$ cat src/rtl/sipo_pkg.sv
// -----------------------------------------------------------------------------
// sipo_pkg
// Shared types and helpers for the serial-in/parallel-out deserializer.
//   state_e   : frame FSM states (IDLE, SHIFT, PARITY)
//   cnt_width : width of the in-frame bit counter for a given word width
// -----------------------------------------------------------------------------
package sipo_pkg;

  typedef enum logic [1:0] {
    IDLE   = 2'd0,
    SHIFT  = 2'd1,
    PARITY = 2'd2
  } state_e;

  // Bit counter only has to reach WIDTH-1; keep at least one bit so the
  // declaration stays legal for the smallest word width.
  function automatic int cnt_width(input int width);
    return ($clog2(width) < 1) ? 1 : $clog2(width);
  endfunction

endpackage

$ cat src/rtl/sipo_deser.sv
// -----------------------------------------------------------------------------
// sipo_deser
// Assembles a WIDTH-bit word from a strobed serial bit stream, with an
// optional trailing even-parity bit. start (re)begins a frame at any time.
//
// Ports
//   clk       in   rising-edge clock
//   rst_n     in   asynchronous active-low reset
//   start     in   single-cycle pulse that begins a new frame (aborts one
//                  in progress)
//   bit_en    in   bit strobe; sdi is sampled only on edges where it is 1
//   sdi       in   serial data bit
//   pdata     out  last completed word, held until the next load
//   load      out  one-cycle pulse in the cycle pdata updates
//   busy      out  high while a frame is being received (SHIFT or PARITY)
//   frame_err out  one-cycle pulse when start aborts a frame in progress
//   par_err   out  parity result of the last completed frame (0 = even
//                  parity holds); constant 0 when parity is disabled
// -----------------------------------------------------------------------------
module sipo_deser
  import sipo_pkg::*;
#(
  parameter int WIDTH     = 8,
  parameter bit MSB_FIRST = 1'b1,
  parameter bit PARITY_EN = 1'b0
) (
  input  logic             clk,
  input  logic             rst_n,
  input  logic             start,
  input  logic             bit_en,
  input  logic             sdi,
  output logic [WIDTH-1:0] pdata,
  output logic             load,
  output logic             busy,
  output logic             frame_err,
  output logic             par_err
);

  localparam int             CW       = cnt_width(WIDTH);
  localparam logic [CW-1:0]  LAST_BIT = CW'(WIDTH - 1);

  state_e           state_q;
  logic [CW-1:0]    cnt_q;
  logic [WIDTH-1:0] shreg_q;
  logic [WIDTH-1:0] shreg_d;
  logic [WIDTH-1:0] pdata_q;
  logic             load_q;
  logic             busy_q;
  logic             frame_err_q;
  logic             par_err_q;

  // Word as it will look once the current sdi is shifted in.
  // NOTE: combinational blocks assign every output on every path (here a
  // single unconditional assignment) so no latch is inferred.
  always_comb begin
    shreg_d = shreg_q;
    if (MSB_FIRST) shreg_d = {shreg_q[WIDTH-2:0], sdi};
    else           shreg_d = {sdi, shreg_q[WIDTH-1:1]};
  end

  // NOTE: sequential state uses non-blocking assignments only, so every
  // register samples the pre-edge values of its neighbours.
  always_ff @(posedge clk or negedge rst_n) begin
    if (!rst_n) begin
      state_q     <= IDLE;
      cnt_q       <= '0;
      // NOTE: the shift register is plain flops (not a memory), so it is
      // reset along with everything else; no partial frame can leak out.
      shreg_q     <= '0;
      pdata_q     <= '0;
      load_q      <= 1'b0;
      busy_q      <= 1'b0;
      frame_err_q <= 1'b0;
      par_err_q   <= 1'b0;
    end else begin
      // Pulse outputs fall on the next edge regardless of inputs.
      load_q      <= 1'b0;
      frame_err_q <= 1'b0;

      unique case (state_q)
        IDLE: begin
          // sdi/bit_en are ignored here; a coincident strobe is discarded.
          if (start) begin
            state_q <= SHIFT;
            cnt_q   <= '0;
            shreg_q <= '0;
            busy_q  <= 1'b1;
          end
        end

        SHIFT: begin
          if (start) begin
            // Abort and restart; busy stays high, pdata/par_err untouched.
            frame_err_q <= 1'b1;
            cnt_q       <= '0;
            shreg_q     <= '0;
          end else if (bit_en) begin
            shreg_q <= shreg_d;
            if (cnt_q == LAST_BIT) begin
              // Clear rather than increment so the counter never wraps.
              cnt_q <= '0;
              if (PARITY_EN) begin
                state_q <= PARITY;
              end else begin
                state_q <= IDLE;
                pdata_q <= shreg_d;
                load_q  <= 1'b1;
                busy_q  <= 1'b0;
              end
            end else begin
              cnt_q <= cnt_q + 1'b1;
            end
          end
        end

        PARITY: begin
          if (start) begin
            state_q     <= SHIFT;
            frame_err_q <= 1'b1;
            cnt_q       <= '0;
            shreg_q     <= '0;
          end else if (bit_en) begin
            // Even parity: XOR over data plus parity bit must be 0.
            par_err_q <= ^{shreg_q, sdi};
            pdata_q   <= shreg_q;
            load_q    <= 1'b1;
            busy_q    <= 1'b0;
            state_q   <= IDLE;
          end
        end

        default: state_q <= IDLE;
      endcase
    end
  end

  assign pdata     = pdata_q;
  assign load      = load_q;
  assign busy      = busy_q;
  assign frame_err = frame_err_q;
  assign par_err   = PARITY_EN ? par_err_q : 1'b0;

endmodule
$ cat config.mk
export PLATFORM = sky130hd
export DESIGN_NAME = sipo_deser
export DESIGN_NICKNAME = d
export VERILOG_FILES = /design/src/rtl/sipo_pkg.sv /design/src/rtl/sipo_deser.sv
export SDC_FILE = /design/constraint.sdc
export NUM_CORES = 1
export LEC_CHECK = 0
export CAP_MARGIN = 15
export CORE_MARGIN = 10
export CORE_UTILIZATION = 49
export CTS_CLUSTER_SIZE = 12
export DETAILED_ROUTE_END_ITERATION = 8
export PLACE_DENSITY_LB_ADDON = 0.15
export SLEW_MARGIN = 20
export SYNTH_ARGS = -nofsm -noshare
export SYNTH_HDL_FRONTEND = slang
export SYNTH_SLANG_ARGS = --single-unit
$ cat constraint.sdc
create_clock -name clk -period 1.9 [get_ports clk]
set_clock_uncertainty 0.05 [all_clocks]
set_input_delay 0.19 -clock clk [delete_from_list [all_inputs] [get_ports clk]]
set_output_delay 0.19 -clock clk [all_outputs]
set_load 0.05 [all_outputs]
After elaboration in Yosys (flattened, before gate mapping)
Cells that the tools add are included.
{ "totals": {"input_bits": 5, "output_inout_bits": 12, "wordCells": 67, "register_bits": 24} }
{ "op_classes": {"addsub": 1, "muxes": 37, "n_eq_ne": 12, "n_reduce_logical": 10} }
{ "op_table": {"columns": ["op", "n"], "rows": [
  ["$mux W8", 8],
  ["$pmux W8 S2", 2],
  ["$mux W1", 13],
  ["$mux W2", 6],
  ["$mux W3", 4],
  ["$ne A2 B2 Y1 const B", 6],
  ["$reduce_and A7 Y1", 1],
  ["$ne A3 B3 Y1 const B", 2],
  ["$pmux W2 S3", 1],
  ["$pmux W3 S2", 1],
  ["$reduce_and A6 Y1", 1],
  ["$reduce_and A5 Y1", 1],
  ["$reduce_bool A2 Y1", 2],
  ["$reduce_or A2 Y1", 2],
  ["$add A3 B1 Y3 const B", 1],
  ["$eq A3 B3 Y1 const B", 1],
  ["$pmux W1 S3", 1],
  ["$reduce_and A3 Y1", 1],
  ["$reduce_bool A3 Y1", 1],
  ["$eq A2 B1 Y1 const B", 1],
  ["$eq A2 B2 Y1 const B", 1],
  ["$logic_not A2 Y1", 1],
  ["$ne A2 B1 Y1 const B", 1],
  ["$pmux W1 S2", 1]
]} }

Longest topological paths before layout
Gate-level depths: netlist of the first run.
{ "logic_depth": {"depth_word": 5, "depth_mapped": 6, "ltp_nobuf": 5} }

Least setup slack after synthesis of the first run
OpenSTA, ideal clock, no wires.
{ "synth_timing": {"kind": "flip-flop to flip-flop", "start": "reg busy (netlist name)", "end": "reg pdata_q[0], in the netlist pdata[0]", "setup_slack_ns": 0.163, "path_stages_with_launch": 5, "n_path_buf": 1, "setup_time_ns": 0.125, "arrival_ns": 1.562, "cell_sequence": "dfrtp_1 > ha_1 > a21bo_1 > buf_6 > mux2_4"} }
{ "synth_lines": {"columns": ["element", "line_no", "text"], "rows": [
  ["to (signal assigned)", "sipo_deser.sv:106", "pdata_q <= shreg_d;"],
  ["to (signal assigned)", "sipo_deser.sv:125", "pdata_q <= shreg_q;"],
  ["to (decl)", "sipo_deser.sv:46", "logic [WIDTH-1:0] pdata_q;"]
]} }

Worst setup path after layout of the first run
{ "layout_timing": {"start": "reg pdata_q[1], in the netlist pdata[1]", "end": "out pdata[1]"} }
{ "layout_lines": {"columns": ["element", "line_no", "text"], "rows": [
  ["to (decl)", "sipo_deser.sv:32", "output logic [WIDTH-1:0] pdata,"]
]} }
No word-level cell between the ends.

==> summary.txt, run 1 <==
cts hold-fix bufs - 0
Switch Pwr - 0.176 mW
Die Footprint - 3980 µm²
first-pass GRT wire length - 3060 µm
fin crit share - 90.0%
Setup WS pre-CTS - 188 ps
Worst VDD drop - 0.448 mV
Slew Limit Fails - 0
Reg2Reg Depth - 6
CTS Buf Count - 3
worst skew pair latency - 290 ps
TritonRoute pass-1 iters - 4
DR iter-0 viols - 8
Worst setup EP type - primary output
Final WS setup - 189 ps
Initial Utilization - 52.2%
Overflow after GRT - 0
Synth Area in Compound Gates - 6.59%
adder-cell share of the synthesized area - 5.49%
CTS Sinks - 21
final net count - 105
remaining design rule violation count - 0
Final min period - 1710 ps
I/O Buffers - 15
Final Power - 0.743 mW
final hold viol count - 0
cell area after layout - 1130 µm²
Final setup viols - 0
CP cell instances - clkdlybuf4s50_1
worst hold-check path type - in2async
Rows - 15
Longest Clk Path Bufs - 2
CORE AREA - 1750 µm²
Root Driver - clkbuf_4
chip height - 63.1 µm
layout cell share with drive strength beyond 1 - 18.9%
clock power share - 27.6%
pin count of the biggest net entering global routing - 22
CTS H-tree lvls - 1
Flop pwr share - 62.2%
number of gates resized after cts - 0
Combinational Power Share - 10.3%
CP Launch Type - flip-flop
main combinational cell family by area after synthesis - multiplexers
wire per inst - 12.7 µm
DR vias/cell - 4.87
reg-to-reg endpoint - pdata[0]
slew margin rel. - 66.5%
# diodes - 0
syn avg cell area - 11.8 µm²
Routed WL - 1520 µm
die width - 63.1 µm
Detail Placement HPWL - 1140 µm
flop2flop setup slack - 250 ps
Post-Syn Nets - 86
Warnings, synthesis - 0
#FFs+latches synth - 21
Synth top area share - 57.7%
simple-gate share of the synthesized area - 11.7%
Critical Path RT - 1660 ps
Synth cell types - 18
RD Place Congestion - 0.687
Area after DPL - 1100 µm²
slowest library cell on the worst path - clkdlybuf4s50_1
gr usage total - 9.38%
Worst Path Arrival - 1470 ps
reg2reg start - cnt_q[0]
hold slack - 178 ps
largest area contributor in the netlist - dfrtp_1
CP Class - reg2out
Syn Inst Count - 77
Pleak - 0.548 nW
top cells by area, synth - dfrtp_1 58%, mux2_4 13%, nand2_1 8.2%
post-route ant nets - 0
crit path buf inv count - 1
Worst Path Max Fanout - 2
worst slew pin tran - 502 ps
critical path's largest stage delay - 810 ps
Clock Pin Slew Worst Setup and Hold Paths - 110 ps
cell-internal power - 0.567 mW
multiplexer share of the synthesized area - 14.3%
post-synthesis sequential area ratio - 57.7%
initial antenna violation count - 0
CP delay by family, top - buffers and inverters
XOR/XNOR Fraction of Synth Area - 0%
status - finished, final reports clean
# Max-Cap Violations - 0
vias in the first global route - 669
Power Density - 659 nW/µm²
CTS tree - yes
switching share of power - 23.7%
final setup TNS - 0 ps
via count - 584
IO Pins - 17
Setup Fix Bufs, Post-CTS - 0
Post-Syn Area - 911 µm²
Syn-to-layout area delta - 23.8%
Peak Freq - 585 MHz
RSZ-0062 raised after global routing - false
==> cell usage after synthesis <==
cell and count:
a21bo_1 1, inv_1 1, and2_2 1, or3_1 1
a21oi_1 10, mux2_4 8, nand2_1 20, nand2_2 1
conb_1 1, buf_6 1, dfrtp_1 21, buf_4 1
clkbuf_2 1, nor3b_1 1, ha_1 4, clkbuf_1 2
nor2_1 1, mux2i_1 1
==> per-stage QoR <==
| step | cells | util, % |
|---|---|---|
| finish | 120 | 64.6 |
| global route | 120 | 64.6 |
| CTS | 120 | 64.6 |
| detailed placement | 116 | 63.1 |
| global placement | 116 | 63.1 |
| floorplan | 77 | - |
==> layout by cell type, fill, tap and decap left out <==
cell type and count:
clkdlybuf4s50_1 14, mux2i_1 1, conb_1 1, a21bo_1 1
ha_1 4, a21oi_1 10, nand2_2 1, mux2_4 8
clkbuf_4 3, inv_1 1, or3_1 1, buf_4 4
dfrtp_1 21, nor3b_1 1, nand2_1 20, and2_2 1
clkbuf_1 1, nor2_1 1, buf_12 1
==> area by class of cell <==
type / count / area [µm²]
Clock buffer: 4 / 26.3
Fill cell: 152 / 618
Tap cell: 25 / 31.3
Multi-Input combinational cell: 50 / 350
Sequential cell: 21 / 526
Timing Repair Buffer: 19 / 190
Inverter: 1 / 3.75
==> kinds of logic (layout without fill, tap and decap cells) <==
logic type,count (synthesis),after routing
AO/OA/AOI/OAI,11,11
adder cells (fa/ha/maj),4,4
buffers and inverters,6,24
flip-flops,21,21
multiplexers,9,9
other,1,1
AND/OR/NAND/NOR,25,25
==> worst max path at each step <==
stage,from,endpoint,depth (start not counted)
after floorplan,busy,pdata[0],4
after global placement,start,pdata[6],6
after detailed placement,start,pdata[0],6
after CTS,pdata[0],pdata[0],1
after global routing,pdata[2],pdata[2],1
final,pdata[1],pdata[1],1
==> power by group through the flow <==
stage / Clock [mW] / Sequential, mW / Combinational, mW
after floorplan: 0 / 0.484 / 0.0299
after global placement: 0 / 0.470 / 0.0765
after detailed placement: 0 / 0.470 / 0.0780
after CTS: 0.217 / 0.462 / 0.0781
after global routing: 0.240 / 0.464 / 0.0843
final: 0.205 / 0.462 / 0.0764
==> per-layer routing <==
| metal | wire length [µm] | vias up | share of wire [%] | track usage, % |
|---|---|---|---|---|
| met3 | 106 | 2 | 7.0 | 3.89 |
| li1 | - | 285 | - | - |
| met5 | 0 | - | 0 | 0 |
| met1 | 643 | 286 | 42 | 10.0 |
| met4 | 26 | 0 | 1.7 | 5.87 |
| met2 | 746 | 11 | 49 | 15.0 |
==> flip-flops by register name (all words and copies together), names as in the netlist <==
name and cells:
cnt_q 3, frame_err 1, shreg_q 7, pdata 8, busy 1, load 1
Note: power is estimated with default switching activity, not from simulation.
==> run 2: changes to the inputs <==
MAX_ROUTING_LAYER = met4   (was default)
==> run 2 against run 1 <==
  * Clock power barely moved
  * Via count rose by 0.17%
  * Die area stayed put
  * Core utilization unchanged
  * Clock-buffer cell count stayed put
  * Final cell count is the same
  * Highest routed layer unchanged
  * Combinational power about the same
  * Total power hardly changed
  * Sequential share of layout area is the same
  * Critical endpoint is now pdata[0]
  * Flip-flop and latch count unchanged
  * Setup slack gained 0.73 ps
==> summary.txt, run 2 (synthesized netlist as in run 1, its figures left out) <==
status - finished, final reports clean
CTS H-tree lvls - 1 (unchanged)
CP cell instances - clkdlybuf4s50_1
# diodes - 0 (unchanged)
Area after DPL - 1100 µm² (unchanged)
slew margin rel. - 66.4% (about the same)
Die Footprint - 3980 µm² (unchanged)
Pleak - 0.548 nW (unchanged)
clock power share - 27.5% (about the same)
worst slew pin tran - 502 ps (+0.178 ps)
met3 GRT Util - 3.89% (unchanged)
slowest library cell on the worst path - clkdlybuf4s50_1
CP delay by family, top - buffers and inverters
Final WS setup - 190 ps (+0.735 ps)
post-route ant nets - 0 (unchanged)
layout cell share with drive strength beyond 1 - 18.9% (unchanged)
critical path's largest stage delay - 810 ps (about the same)
met1 GRT Util - 9.82% (-0.21 points)
I/O Buffers - 15 (unchanged)
RSZ-0062 raised after global routing - false
Syn-to-layout area delta - 23.8% (unchanged)
Slew Limit Fails - 0 (unchanged)
worst hold-check path type - in2async
Power Density - 659 nW/µm² (about the same)
final net count - 105 (unchanged)
chip height - 63.1 µm (unchanged)
Switch Pwr - 0.176 mW (about the same)
Setup WS pre-CTS - 188 ps (unchanged)
Worst setup EP type - primary output
Worst Path Max Fanout - 2 (unchanged)
crit path buf inv count - 1 (unchanged)
Routed WL - 1530 µm (+0.26%)
Overflow after GRT - 0 (unchanged)
CORE AREA - 1750 µm² (unchanged)
number of gates resized after cts - 0 (unchanged)
via count - 585 (+0.17%)
CTS tree - yes
dpl cells - 116 (unchanged)
fin crit share - 90.0% (about the same)
final hold viol count - 0 (unchanged)
Final Power - 0.743 mW (about the same)
Combinational Power Share - 10.3% (about the same)
Post-Layout Cell Count - 120 (unchanged)
Detail Placement HPWL - 1140 µm (unchanged)
# Max-Cap Violations - 0 (unchanged)
Clock Pin Slew Worst Setup and Hold Paths - 110 ps (about the same)
busiest grt layer - met2
max reg flops - 8 (unchanged)
Longest Clk Path Bufs - 2 (unchanged)
worst skew pair latency - 290 ps (about the same)
pin count of the biggest net entering global routing - 22 (unchanged)
TritonRoute pass-1 iters - 4 (unchanged)
wire per inst - 12.7 µm (+0.26%)
DR vias/cell - 4.88 (+0.17%)
Initial Utilization - 52.2% (unchanged)
gr usage total - 9.56% (+0.18 points)
DR iter-0 viols - 8 (unchanged)
Flop pwr share - 62.2% (about the same)
Final min period - 1710 ps (-0.735 ps)
CTS Sinks - 21 (unchanged)
CTS Buf Count - 3 (unchanged)
Setup Fix Bufs, Post-CTS - 0 (unchanged)
vias in the first global route - 670 (+0.15%)
remaining design rule violation count - 0 (unchanged)
initial antenna violation count - 0 (unchanged)
GR Layer Usage met2 - 15.0% (unchanged)
RD Place Congestion - 0.694 (+1.0%)
CP Launch Type - flip-flop
CP Class - reg2out
cell-internal power - 0.567 mW (about the same)
die width - 63.1 µm (unchanged)
Worst VDD drop - 0.448 mV (about the same)
Rows - 15 (unchanged)
Critical Path RT - 1660 ps (about the same)
Root Driver - clkbuf_4
final setup TNS - 0 ps (unchanged)
most common cell after layout, fill and taps aside - dfrtp_1
switching share of power - 23.7% (about the same)
IO Pins - 17 (unchanged)
cts hold-fix bufs - 0 (unchanged)
fillers - 152 (unchanged)
cell area after layout - 1130 µm² (unchanged)
Worst Path Arrival - 1470 ps (about the same)
most frequent cells in the layout - 21 x dfrtp_1, 20 x nand2_1, 14 x clkdlybuf4s50_1
Peak Freq - 585 MHz (about the same)
Final setup viols - 0 (unchanged)
first-pass GRT wire length - 3030 µm (-0.88%)
[run 2: cell counts in the layout (fill, tap and decap cells not counted)]
Identical to the previous run, type by type.
[run 2: path summary, 6_finish.rpt]
path | startpoint | end | slack (ps) | cells after the start
setup / recovery | pdata[0] | pdata[0] | 190 | 1
hold / removal | rst_n | pdata[2] | 180 | 2
setup reg to reg | cnt_q[0] | pdata[0] | 250 | 6
hold reg to reg | pdata[4] | pdata[4] | 470 | 1
max in group asynchronous | rst_n | cnt_q[0] | 1410 | 2
min in group clk | sdi | shreg_q[0] | 410 | 3
[run 2: power groups by stage]
stage	clock network [mW]	registers, mW	logic, mW
after floorplan	0	0.484	0.0299
after global placement	0	0.470	0.0765
after detailed placement	0	0.470	0.0780
after CTS	0.217	0.462	0.0781
after global routing	0.240	0.464	0.0843
final	0.204	0.462	0.0764
[run 2: worst register-to-register path: cells and delay by family (launching register included)]
kind,cells,cell delay [ps]
mux,1,300
flops,1,410
buf+inv,1,140
fa+ha+maj,2,410
simple gates,1,90
compound gates,1,150
[run 2: metal layers]
layer  share of wire [%]  routed length (µm)
met5                   0                   0
met4                 1.8                  27
met3                 6.9                 106
met2                  49                 755
met1                  42                 637
[run 2: stage by stage]
stage	util [%]	hold slack, ps
final	64.6	178
after detailed placement	63.1	446
after global routing	64.6	183
after CTS	64.6	180
after global placement	63.1	447
after floorplan	-	-156
[run 2: area by class of cell]
cell class | count | area [µm²] | area share, %
inverter | 1 | 3.75 | 0.333
tap | 25 | 31.3 | 2.77
timing repair buffer | 19 | 190 | 16.9
multi-input combinational | 50 | 350 | 31.1
clock buffer | 4 | 26.3 | 2.33
sequential | 21 | 526 | 46.6
